$ cat config.mk
export PLATFORM = sky130hd
export DESIGN_NAME = debounce_sync
export DESIGN_NICKNAME = d
export VERILOG_FILES = /design/src/rtl/debounce_pkg.sv /design/src/rtl/debounce_ch.sv /design/src/rtl/debounce_sync.sv
export SDC_FILE = /design/constraint.sdc
export NUM_CORES = 1
export LEC_CHECK = 0
export BUFFER_PORTS_ARGS = -buffer_cell sky130_fd_sc_hd__buf_4
export CELL_PAD_IN_SITES_DETAIL_PLACEMENT = 1
export CELL_PAD_IN_SITES_GLOBAL_PLACEMENT = 1
export CORE_UTILIZATION = 41
export CTS_BUF_LIST = sky130_fd_sc_hd__clkbuf_2 sky130_fd_sc_hd__clkbuf_4 sky130_fd_sc_hd__clkbuf_8
export DETAILED_ROUTE_END_ITERATION = 16
export GPL_TIMING_DRIVEN = 0
export PLACE_DENSITY_LB_ADDON = 0.1
export SYNTH_ARGS = -nofsm -noshare
export SYNTH_HDL_FRONTEND = slang
export SYNTH_SLANG_ARGS = --single-unit
$ cat constraint.sdc
create_clock -name clk -period 1.27 [get_ports clk]
set_clock_uncertainty 0.2 [all_clocks]
set_input_delay 0.1905 -clock clk [delete_from_list [all_inputs] [get_ports clk]]
set_output_delay 0.1905 -clock clk [all_outputs]
set_load 0.01 [all_outputs]
$ cat src/rtl/debounce_pkg.sv
// debounce_pkg
//   Shared defaults, channel state encoding and sizing helper for the
//   debounce_sync input-conditioning block.
package debounce_pkg;

    localparam int unsigned DEF_SYNC_STAGES = 2;
    localparam int unsigned DEF_STABLE_CNT  = 8;

    // STABLE: synchronised input agrees with dout.
    // PENDING: they differ and the stability counter is running.
    typedef enum logic {
        ST_STABLE  = 1'b0,
        ST_PENDING = 1'b1
    } ch_state_e;

    // Width of the per-channel stability counter (counts 0..n-1).
    function automatic int unsigned cnt_w(input int unsigned n);
        return $clog2(n);
    endfunction

endpackage

$ cat src/rtl/debounce_ch.sv
// debounce_ch
//   One debounce channel: SYNC_STAGES-deep synchroniser, stability counter,
//   registered debounced level and one-cycle rise/fall strobes.
// Ports:
//   clk_i   - system clock, rising edge
//   rst_ni  - asynchronous active-low reset
//   din_i   - raw asynchronous input
//   dout_o  - debounced level
//   rise_o  - one-cycle pulse in the first cycle dout_o is 1
//   fall_o  - one-cycle pulse in the first cycle dout_o is 0
module debounce_ch
    import debounce_pkg::*;
#(
    parameter int unsigned SYNC_STAGES = DEF_SYNC_STAGES,
    parameter int unsigned STABLE_CNT  = DEF_STABLE_CNT
) (
    input  logic clk_i,
    input  logic rst_ni,
    input  logic din_i,
    output logic dout_o,
    output logic rise_o,
    output logic fall_o
);

    localparam int unsigned CW = cnt_w(STABLE_CNT);
    localparam logic [CW-1:0] CNT_MAX = CW'(STABLE_CNT - 1);

    logic [SYNC_STAGES-1:0] sync_q;
    logic                   s;
    logic [CW-1:0]          cnt_q, cnt_d;
    logic                   dout_q, dout_d;
    logic                   rise_q, rise_d;
    logic                   fall_q, fall_d;
    ch_state_e              state;

    // Pure flop chain: nothing combinational between stages so metastability
    // gets the full clock period to resolve at each stage.
    always_ff @(posedge clk_i or negedge rst_ni) begin
        if (!rst_ni) begin
            sync_q <= '0;
        end else begin
            sync_q <= {sync_q[SYNC_STAGES-2:0], din_i};
        end
    end

    assign s = sync_q[SYNC_STAGES-1];

    always_comb begin
        state  = (s != dout_q) ? ST_PENDING : ST_STABLE;
        cnt_d  = '0;
        dout_d = dout_q;
        rise_d = 1'b0;
        fall_d = 1'b0;
        case (state)
            ST_PENDING: begin
                if (cnt_q == CNT_MAX) begin
                    // Mismatch held for STABLE_CNT edges: accept new level.
                    dout_d = s;
                    rise_d = s;
                    fall_d = ~s;
                end else begin
                    cnt_d = cnt_q + CW'(1);
                end
            end
            default: begin
                // Any agreement discards the partial count.
                cnt_d = '0;
            end
        endcase
    end

    always_ff @(posedge clk_i or negedge rst_ni) begin
        if (!rst_ni) begin
            cnt_q  <= '0;
            dout_q <= 1'b0;
            rise_q <= 1'b0;
            fall_q <= 1'b0;
        end else begin
            cnt_q  <= cnt_d;
            dout_q <= dout_d;
            rise_q <= rise_d;
            fall_q <= fall_d;
        end
    end

    assign dout_o = dout_q;
    assign rise_o = rise_q;
    assign fall_o = fall_q;

endmodule

$ cat src/rtl/debounce_sync.sv
// debounce_sync
//   Synchronises and debounces N_CH independent raw inputs, producing clean
//   levels for downstream gate operands plus one-cycle edge strobes.
// Ports:
//   clk    - system clock, rising edge
//   rst_n  - asynchronous active-low reset
//   din    - raw asynchronous inputs [N_CH]
//   dout   - debounced levels [N_CH]
//   rise   - one-cycle pulse when dout[i] goes 0->1 [N_CH]
//   fall   - one-cycle pulse when dout[i] goes 1->0 [N_CH]
module debounce_sync
    import debounce_pkg::*;
#(
    parameter int unsigned N_CH        = 2,
    parameter int unsigned SYNC_STAGES = DEF_SYNC_STAGES,
    parameter int unsigned STABLE_CNT  = DEF_STABLE_CNT
) (
    input  logic            clk,
    input  logic            rst_n,
    input  logic [N_CH-1:0] din,
    output logic [N_CH-1:0] dout,
    output logic [N_CH-1:0] rise,
    output logic [N_CH-1:0] fall
);

    if (STABLE_CNT < 2) begin : g_bad_stable_cnt
        $error("debounce_sync: STABLE_CNT must be at least 2");
    end

    if (SYNC_STAGES != 2 && SYNC_STAGES != 3) begin : g_bad_sync_stages
        $error("debounce_sync: SYNC_STAGES must be 2 or 3");
    end

    for (genvar i = 0; i < N_CH; i++) begin : g_ch
        debounce_ch #(
            .SYNC_STAGES(SYNC_STAGES),
            .STABLE_CNT (STABLE_CNT)
        ) u_ch (
            .clk_i (clk),
            .rst_ni(rst_n),
            .din_i (din[i]),
            .dout_o(dout[i]),
            .rise_o(rise[i]),
            .fall_o(fall[i])
        );
    end

endmodule
==> impl_metrics.py, run 1 <==
metrics = {
    "run_status": {
        "status": "complete, but fails checks",
        "violations": "setup timing",
    },
    "clock_network": {
        "cts.sinks": 16,
        "cts.htree.levels": 1,
        "clockBufferDepth": 2,
        "numCtsBuffers": 3,
        "clock-root-buffer": "clkbuf_4",
        "path_clk_slew_ps": 90,
        "clkLatencyLatePin_ps": 280,
        "cts_tree": "built",
    },
    "detailed_routing": {
        "wl_per_cell_um": 14.5,
        "drtIter0Drc": 0,
        "drt-pass1-iter-count": 1,
        "wirelength_um": 1070,
        "drc_errors": 0,
        "via_count": 342,
        "via_per_inst": 4.62,
        "ant_nets": 0,
    },
    "setup_path": {
        "critPathMaxFanout": 5,
        "arrival_ps": 1340,
        "r2r.worst_path.cells": 3,
        "crit_path_start_kind": "flop",
        "crit_path_end_kind": "flop",
        "cp-endpoint": "g_ch[1].u_ch.dout_o",
        "reg2reg_to": "g_ch[1].u_ch.dout_o",
        "crit_path_start": "g_ch[1].u_ch.cnt_q[0]",
        "crit_chain": "ha_2 > ha_4 > mux2_4",
        "timing.rr.start": "g_ch[1].u_ch.cnt_q[0]",
        "reg2reg_slack_ps": -100,
        "crit_type": "flop to flop",
        "max_stage_delay_ps": 400,
        "critical_path_required_ps": 1240,
        "slowest_stage": "dfrtp_1",
    },
    "pwr": {
        "worst_ir_drop_vdd_v": 0.000834,
        "cellLeakagePower_nw": 0.434,
        "power_density_mw_per_mm2": 1830,
        "p_sw_share_pct": 27.5,
        "p_switching_uw": 437,
        "clkPwrFrac_pct": 20.5,
        "sequentialPowerShare_pct": 43.2,
        "combPwrFrac_pct": 36.3,
        "internal_power_mw": 1.15,
        "finalPower_mw": 1.59,
    },
    "die": {
        "dieArea_mm2": 0.00166,
        "io_pins": 10,
        "fp.dieW_um": 40.8,
        "core_area_mm2": 0.00135,
        "start_util_pct": 45.7,
        "die_h_um": 40.8,
        "rows": 13,
    },
    "placement": {
        "post-dp-hpwl_um": 687,
        "portBuffers": 9,
        "globalplace.congestion": 0.592,
        "dpl_cell_area_um2": 721,
    },
    "sta": {
        "worstMarginPinSlew_ps": 238,
        "final_max_slew_viol_count": 0,
        "final-hold-violation-count": 0,
        "fmax_ghz": 0.731,
        "setup_viol": 3,
        "fin_crit_sh_pct": 108,
        "setup_tns_ps": -136,
        "period_minus_slack_ps": 1370,
        "rsz0062_at_grt": "yes",
        "slew_headroom_pct": 84.1,
        "worst_slack_ps": -98.8,
    },
    "logic_synthesis": {
        "netlist_area_um2": 617,
        "synth_commonest_cells": "16 x dfrtp_1, 6 x buf_4, 4 x ha_1",
        "ys_seq_area_share_pct": 64.9,
        "syn_inst": 42,
        "yosysTopAreaCell": "dfrtp_1",
        "ys_seq_elements": 16,
        "yosysMostFrequentCell": "dfrtp_1",
        "yosys_most_used_dff": "dfrtp_1",
        "synth_area_leaders": "dfrtp_1 65%, ha_1 8.1%, buf_4 7.3%, nor3b_2 4.1%, and3b_1 2.8%",
        "synth_top_area_share_pct": 64.9,
        "synth_edf_count": 0,
        "synth-async-reset-ratio_pct": 100,
        "synth_nets": 50,
        "syn_avg_cell_area_um2": 14.7,
        "synth_warnings": 0,
        "ys_types": 16,
    },
    "global_routing": {
        "track_usage_pct": 14.0,
        "grt.overflow.total": 0,
        "use_met2_pct": 22.3,
        "grtUsageMet3_pct": 3.26,
        "grt-busiest-layer": "met2",
        "antenna_found_initial": 0,
        "grt_start_max_net_pins": 17,
        "grt_pass1_vias": 348,
        "grt_pass1_wl_um": 1430,
        "grtUsageMet1_pct": 17.3,
    },
    "layout": {
        "nets": 68,
        "final_cell_area_um2": 867,
        "drive_above_1_share_pct": 55.9,
        "syn_to_final_growth_pct": 40.6,
        "antenna-diode-count": 0,
    },
    "run": {
        "cap_violations": 0,
    },
    "worst_hold_path": {
        "hold_class": "input port to async pin",
    },
}
area by class of cell:
| type | instances | area [um^2] |
|---|---|---|
| timing repair buffer | 18 | 165 |
| tap | 15 | 18.8 |
| buffer | 1 | 11.3 |
| sequential | 16 | 400 |
| multi-input combinational | 19 | 231 |
| fill | 121 | 483 |
| clock buffer | 4 | 36.3 |
| inverter | 1 | 3.75 |
cell families (layout without fill, tap and decap cells):
family	count (synthesis)	after routing	synth area share (%)
adder cells (fa/ha/maj)	4	4	8.11
AND/OR/NAND/NOR	11	11	13.6
flip-flops	16	16	64.9
buffers and inverters	7	24	7.91
multiplexers	1	1	1.83
AO/OA/AOI/OAI	1	1	0.811
XOR/XNOR	2	2	2.84
power groups by stage:
stage                     logic (mW)  clock network (mW)  registers, mW
after CTS                      0.483               0.341          0.683
after global routing           0.630               0.358          0.700
after global placement         0.306                   0          0.694
final                          0.575               0.326          0.686
after detailed placement       0.337                   0          0.707
after floorplan                0.232                   0          0.687
sequential cells by signal, summed over array words and instances (netlist names):
signal and cells:
g_ch.u_ch.sync_q 4, g_ch.u_ch.fall_o 2, g_ch.u_ch.cnt_q 6, g_ch.u_ch.rise_o 2
g_ch.u_ch.dout_o 2
layer usage:
metal  share of wire (%)  wire length (um)
met1                  43               456
met2                  55               588
met3                 2.4                26
met4                   0                 0
met5                   0                 0
how the worst min path moves through the flow:
| stage | startpoint | end | depth (start not counted) |
|---|---|---|---|
| 2_1_floorplan | rst_n | g_ch[0].u_ch.cnt_q[0] | 0 |
| 3_3_place_gp | rst_n | g_ch[0].u_ch.rise_o | 1 |
| 3_5_place_dp | rst_n | g_ch[0].u_ch.rise_o | 1 |
| 4_1_cts | rst_n | g_ch[1].u_ch.cnt_q[0] | 2 |
| 5_1_grt | rst_n | g_ch[1].u_ch.rise_o | 2 |
| 6_report | rst_n | g_ch[1].u_ch.fall_o | 2 |
critical path: cells and delay by family, from the launching register on:
kind	cells	cell delay [ps]
adders and majority gates	2	370
DFF	1	400
muxes	1	290
cell usage in the layout, fill, tap and decap left out:
cell / count
clkbuf_4: 3
mux2_4: 1
nor3_1: 1
buf_4: 9
dfrtp_1: 16
ha_2: 2
xor2_2: 1
nor2_1: 1
dlygate4sd3_1: 3
and2_4: 1
nor3b_4: 1
ha_4: 2
xnor2_2: 1
o21ai_1: 1
inv_1: 1
nor3b_2: 2
and2_2: 1
nor2b_1: 1
buf_6: 7
nand2_2: 1
clkbuf_8: 1
and3b_1: 2
metrics by stage:
| stage | hold WS, ps | setup WS (ps) | instances | utilization (%) |
|---|---|---|---|---|
| 2_1_floorplan | -305 | -16.8 | 42 | - |
| 3_3_place_gp | -153 | -41.9 | 66 | 53.4 |
| 4_1_cts | 83.0 | -74.2 | 72 | 60.7 |
| 3_5_place_dp | -141 | -74.6 | 66 | 53.4 |
| 6_report | 101 | -98.8 | 74 | 64.2 |
| 5_1_grt | 130 | -124 | 74 | 64.2 |
timing repair:
action / in CTS / in global routing
setup endpoints to repair: 12 / 10
resized for setup: 9 / 7
endpoints found under the hold margin: 18 / 0
pin swaps: 1 / 2
buffers inserted: 4 / 2
hold buffers: 3 / 0
(Power assumes the default switching activity.)
==> run 2: changes to the inputs <==
--- a/config.mk
+++ b/config.mk
@@ -8,6 +8,7 @@
 export BUFFER_PORTS_ARGS = -buffer_cell sky130_fd_sc_hd__buf_4
 export CELL_PAD_IN_SITES_DETAIL_PLACEMENT = 1
 export CELL_PAD_IN_SITES_GLOBAL_PLACEMENT = 1
+export CORE_MARGIN = 2
 export CORE_UTILIZATION = 41
 export CTS_BUF_LIST = sky130_fd_sc_hd__clkbuf_2 sky130_fd_sc_hd__clkbuf_4 sky130_fd_sc_hd__clkbuf_8
 export DETAILED_ROUTE_END_ITERATION = 16
==> constraint.sdc (replaced) <==
create_clock -name clk -period 1.25 [get_ports clk]
set_clock_uncertainty 0.2 [all_clocks]
set_input_delay 0.1875 -clock clk [delete_from_list [all_inputs] [get_ports clk]]
set_output_delay 0.1875 -clock clk [all_outputs]
set_load 0.01 [all_outputs]
==> run 2 against run 1 <==
Compared with the run above:
- the run still ends with setup timing left
- sequential share of layout area shrank 1.7 points
- final cell count grew 2.7%
- via count grew 5.0%
- power grew 9.7%
- global-route usage grew 0.99 points
- routed wire length grew 16%
- critical path depth is the same
- critical path type unchanged
==> impl_metrics.py, run 2 (synthesis results as in run 1) <==
metrics = {
    "run_status": {
        "status": "complete, but fails checks",
        "violations": "setup timing",
    },
    "pwr": {
        "power_density_mw_per_mm2": 1930,
        "worst_ir_drop_vdd_v": 0.000954,
        "finalPower_mw": 1.74,
        "cellLeakagePower_nw": 0.440,
    },
    "global_routing": {
        "grt.overflow.total": 0,
        "grt_pass1_vias": 427,
        "grtUsageMet1_pct": 15.5,
        "grt_pass1_wl_um": 1900,
        "grtUsageMet3_pct": 3.83,
        "use_met2_pct": 26.4,
        "grt-busiest-layer": "met2",
        "track_usage_pct": 15.0,
        "antenna_found_initial": 0,
        "grt_start_max_net_pins": 17,
    },
    "sta": {
        "setup_viol": 5,
        "holdWs_ps": 81.6,
        "setup_tns_ps": -285,
        "rsz0062_at_grt": "yes",
        "fmax_ghz": 0.748,
        "slew_headroom_pct": 80.2,
        "fin_crit_sh_pct": 107,
        "final-hold-violation-count": 0,
        "worst_slack_ps": -87.4,
        "final_max_slew_viol_count": 0,
        "period_minus_slack_ps": 1340,
        "worstMarginPinSlew_ps": 295,
    },
    "detailed_routing": {
        "drc_errors": 0,
        "via_count": 359,
        "wirelength_um": 1240,
        "drt-pass1-iter-count": 2,
        "ant_nets": 0,
        "wl_per_cell_um": 16.3,
        "via_per_inst": 4.72,
        "drtIter0Drc": 1,
    },
    "die": {
        "start_util_pct": 45.7,
        "io_pins": 10,
        "core_area_mm2": 0.00135,
        "rows": 13,
        "fp.dieW_um": 42.8,
        "dieArea_mm2": 0.00183,
        "die_h_um": 42.8,
    },
    "setup_path": {
        "cp_num_buf_inv": 0,
        "crit_chain": "ha_2 > ha_4 > mux2_2",
        "slowest_stage": "dfrtp_1",
        "crit_path_start_kind": "flop",
        "critPathMaxFanout": 5,
        "max_stage_delay_ps": 360,
        "crit_type": "flop to flop",
        "critical_path_required_ps": 1230,
        "crit_path_end_kind": "flop",
        "critical-path-top-delay-family": "flip-flops",
        "path_depth": 3,
        "r2r.worst_path.cells": 3,
        "arrival_ps": 1320,
    },
    "clock_network": {
        "clkLatencyLatePin_ps": 290,
        "clockBufferDepth": 2,
        "cts_tree": "built",
        "cts.sinks": 16,
        "path_clk_slew_ps": 90,
        "cts.htree.levels": 1,
        "numCtsBuffers": 3,
        "clock-root-buffer": "clkbuf_4",
    },
    "layout": {
        "largest-register": "g_ch.u_ch.cnt_q",
        "syn_to_final_growth_pct": 45.8,
        "final_cell_area_um2": 900,
        "top_regs": "g_ch.u_ch.cnt_q: 6 flops, g_ch.u_ch.sync_q: 4 flops",
        "fillerInstances": 124,
        "nets": 70,
        "antenna-diode-count": 0,
        "drive_above_1_share_pct": 59.0,
        "instances_no_fill": 76,
        "layout_common_cells": "16 x dfrtp_1, 9 x buf_6, 9 x buf_4",
        "largest_reg_flops": 6,
        "final_common_cell": "dfrtp_1",
    },
    "placement": {
        "dp.cells": 66,
        "globalplace.congestion": 0.592,
        "portBuffers": 9,
        "dpl_cell_area_um2": 722,
    },
    "run": {
        "cap_violations": 0,
    },
    "worst_hold_path": {
        "hold_class": "input port to async pin",
    },
}
run 2: path summary, 6_finish.rpt:
kind	end	slack [ps]	from
max	g_ch[1].u_ch.dout_o	-90	g_ch[1].u_ch.cnt_q[0]
min	g_ch[1].u_ch.cnt_q[0]	80	rst_n
max reg2reg	g_ch[1].u_ch.dout_o	-90	g_ch[1].u_ch.cnt_q[0]
min reg2reg	g_ch[1].u_ch.sync_q[1]	170	g_ch[1].u_ch.sync_q[0]
max in group asynchronous	g_ch[0].u_ch.cnt_q[2]	590	rst_n
min in group clk	g_ch[1].u_ch.sync_q[1]	170	g_ch[1].u_ch.sync_q[0]
run 2: area by class of cell:
cell class              instances  area (um^2)  share of cell area (%)
well taps                      15         18.8                    2.09
inverters                       1         3.75                   0.417
clock buffers                   4         36.3                    4.03
plain buffers                   2         22.5                    2.50
repair buffers                 19          176                    19.6
multi-input cells              19          241                    26.8
flip-flops and latches         16          400                    44.5
run 2: metal layers:
metal  wire length (um)  up-vias
met1                469      179
met4                 25        0
met5                  0        -
li1                   -      168
met3                 42        2
met2                702       10
run 2: power by group:
part	total [mW]	switching, mW	leakage [nW]	internal, mW
sequential	0.701	0.0751	0.209	0.626
combinational	0.697	0.260	0.211	0.437
clock	0.342	0.164	0.0210	0.177
total	1.74	0.500	0.440	1.24
run 2: what timing repair did:
item | 4_1_cts | 5_1_grt
setup buffers | 5 | 2
pin swaps | 2 | 2
endpoints found under the hold margin | 18 | 0
gates resized for setup | 12 | 7
endpoints found under the setup margin | 13 | 14
gates cloned | 0 | 0
hold buffers | 3 | 0
run 2: through the flow:
stage / utilization, % / setup WS [ps]
2_1_floorplan: - / -36.8
3_3_place_gp: 53.5 / -62.0
3_5_place_dp: 53.5 / -94.0
4_1_cts: 62.9 / -82.3
5_1_grt: 66.6 / -127
6_report: 66.6 / -87.4
==> run 3: changes to the inputs <==
--- a/config.mk
+++ b/config.mk
@@ -8,10 +8,10 @@
 export BUFFER_PORTS_ARGS = -buffer_cell sky130_fd_sc_hd__buf_4
 export CELL_PAD_IN_SITES_DETAIL_PLACEMENT = 1
 export CELL_PAD_IN_SITES_GLOBAL_PLACEMENT = 1
-export CORE_MARGIN = 2
-export CORE_UTILIZATION = 41
+export CORE_AREA = 2 2 39 41
 export CTS_BUF_LIST = sky130_fd_sc_hd__clkbuf_2 sky130_fd_sc_hd__clkbuf_4 sky130_fd_sc_hd__clkbuf_8
 export DETAILED_ROUTE_END_ITERATION = 16
+export DIE_AREA = 0 0 41 43
 export GPL_TIMING_DRIVEN = 0
 export PLACE_DENSITY_LB_ADDON = 0.1
 export SYNTH_ARGS = -nofsm -noshare
==> constraint.sdc (replaced) <==
create_clock -name clk -period 1.6 [get_ports clk]
set_clock_uncertainty 0.2 [all_clocks]
set_input_delay 0.24 -clock clk [delete_from_list [all_inputs] [get_ports clk]]
set_output_delay 0.24 -clock clk [all_outputs]
set_load 0.01 [all_outputs]
==> run 3 against run 2 <==
Compared with the run above:
- the run now ends clean
- die area down 3.7%
- combinational power decreased by 62%
- power fell by 38%
- sequential power is 22% lower
- worst setup slack gained 230 ps
- critical endpoint is now dout[1]
- largest cell class unchanged
- largest power group unchanged
==> impl_metrics.py, run 3 (synthesis results as in run 1) <==
metrics = {
    "layout": {
        "final_core_util_pct": 55.7,
        "layout_common_cells": "16 x dfrtp_1, 15 x buf_4, 4 x ha_1, 3 x clkbuf_4, 3 x dlygate4sd3_1",
        "largest_reg_flops": 6,
        "nets": 67,
        "final_common_cell": "dfrtp_1",
        "drive_above_1_share_pct": 41.4,
        "largest-register": "g_ch.u_ch.cnt_q",
        "final_cell_area_um2": 771,
        "fillerInstances": 141,
        "top_regs": "g_ch.u_ch.cnt_q: 6 flops, g_ch.u_ch.sync_q: 4 flops",
        "antenna-diode-count": 0,
        "syn_to_final_growth_pct": 24.9,
    },
    "pwr": {
        "sequentialPowerShare_pct": 50.9,
        "finalPower_mw": 1.08,
        "combPwrFrac_pct": 24.4,
        "p_switching_uw": 291,
        "clkPwrFrac_pct": 24.7,
        "p_sw_share_pct": 27.0,
        "power_density_mw_per_mm2": 1400,
        "cellLeakagePower_nw": 0.417,
        "worst_ir_drop_vdd_v": 0.000721,
        "internal_power_uw": 785,
    },
    "setup_path": {
        "path_common_cell": "buf_4",
        "arrival_ps": 1020,
        "crit_path_start_kind": "flop",
        "critical-path-top-delay-family": "flip-flops",
        "crit_type": "flop to output pin",
        "crit_chain": "buf_4 > buf_4",
        "slowest_stage": "dfrtp_1",
        "max_stage_delay_ps": 450,
        "critPathMaxFanout": 5,
        "critical_path_required_ps": 1160,
        "cp_num_buf_inv": 2,
        "crit_path_end_kind": "output pin",
    },
    "worst_hold_path": {
        "hold_class": "input port to async pin",
    },
    "die": {
        "core_area_mm2": 0.00138,
        "io_pins": 10,
        "start_util_pct": 44.6,
        "dieArea_mm2": 0.00176,
        "die_h_um": 43,
        "fp.dieW_um": 41,
        "rows": 14,
    },
    "detailed_routing": {
        "wl_per_cell_um": 13.3,
        "drc_errors": 0,
        "ant_nets": 0,
        "wirelength_um": 985,
        "drtIter0Drc": 3,
        "via_count": 354,
        "drt-pass1-iter-count": 4,
        "via_per_inst": 4.78,
    },
    "sta": {
        "fmax_ghz": 0.686,
        "setup_tns_ps": 0,
        "rsz0062_at_grt": "no",
        "setup_viol": 0,
        "worstMarginPinSlew_ps": 290,
        "final-hold-violation-count": 0,
        "slew_headroom_pct": 80.5,
        "fin_crit_sh_pct": 91.1,
        "period_minus_slack_ps": 1460,
        "final_max_slew_viol_count": 0,
    },
    "global_routing": {
        "track_usage_pct": 15.1,
        "grt.overflow.total": 0,
        "grt_pass1_wl_um": 1650,
        "grt_pass1_vias": 397,
        "antenna_found_initial": 0,
        "grt_start_max_net_pins": 17,
    },
    "placement": {
        "portBuffers": 9,
        "dpl_cell_area_um2": 704,
        "globalplace.congestion": 0.622,
    },
    "clock_network": {
        "cts_tree": "built",
        "path_clk_slew_ps": 90,
        "clkLatencyLatePin_ps": 290,
        "clock-root-buffer": "clkbuf_4",
        "cts_resized": 0,
        "cts.htree.levels": 1,
        "clockBufferDepth": 2,
        "numCtsBuffers": 3,
        "cts_setup_buffers": 0,
        "cts.sinks": 16,
    },
    "run_status": {
        "status": "finished, final reports clean",
    },
    "run": {
        "cap_violations": 0,
    },
}
## run 3: cell types whose count changed in the layout (fill, tap and decap cells not counted), sizes merged
cell,change
buf,-3
## run 3: layer usage
layer  vias to the layer above  GRT usage [%]  routed length (um)
met2                        14           23.4                 533
li1                        164              -                   -
met4                         0           10.7                  34
met1                       172           16.2                 362
met3                         4           4.71                  54
met5                         -              0                   0
## run 3: path summary, 6_finish.rpt
kind	cells after the start	slack (ps)	from	end
setup / recovery	2	140	g_ch[1].u_ch.dout_o	dout[1]
hold / removal	2	130	rst_n	g_ch[1].u_ch.cnt_q[0]
setup reg to reg	3	150	g_ch[1].u_ch.cnt_q[0]	g_ch[1].u_ch.dout_o
hold reg to reg	0	160	g_ch[1].u_ch.sync_q[0]	g_ch[1].u_ch.sync_q[1]
max in group asynchronous	2	890	rst_n	g_ch[0].u_ch.cnt_q[2]
min in group clk	0	160	g_ch[1].u_ch.sync_q[0]	g_ch[1].u_ch.sync_q[1]
## run 3: worst reg2reg max path: cells and delay by family, from the launching register on
kind	cells	cell delay [ps]
flops	1	390
mux	1	290
fa+ha+maj	2	460
## run 3: timing repair
| action | in CTS | in global routing |
|---|---|---|
| setup endpoints to repair | 0 | 0 |
| hold endpoints to repair | 18 | 0 |
| hold buffers | 3 | 0 |
## run 3: layout make-up
cell class,count,area [um^2],area share (%)
multi-input cells,19,168,21.8
inverters,1,3.75,0.487
well taps,16,20.0,2.60
plain buffers,6,45.0,5.84
flip-flops and latches,16,400,51.9
clock buffers,4,36.3,4.71
repair buffers,12,97.6,12.7
## run 3: through the flow
step                      instances  hold WS, ps  setup WS [ps]
after floorplan                  42         -256            239
after global placement           67         -104            205
after detailed placement         67        -92.6            160
after CTS                        74          137            136
after global routing             74          147           88.0
final                            74          132            143
## run 3: power groups by stage
stage	sequential, mW	clock (mW)	combinational [mW]
6_report	0.548	0.266	0.262
4_1_cts	0.551	0.267	0.273
5_1_grt	0.564	0.290	0.299
3_3_place_gp	0.546	0	0.234
3_5_place_dp	0.559	0	0.265
2_1_floorplan	0.540	0	0.177
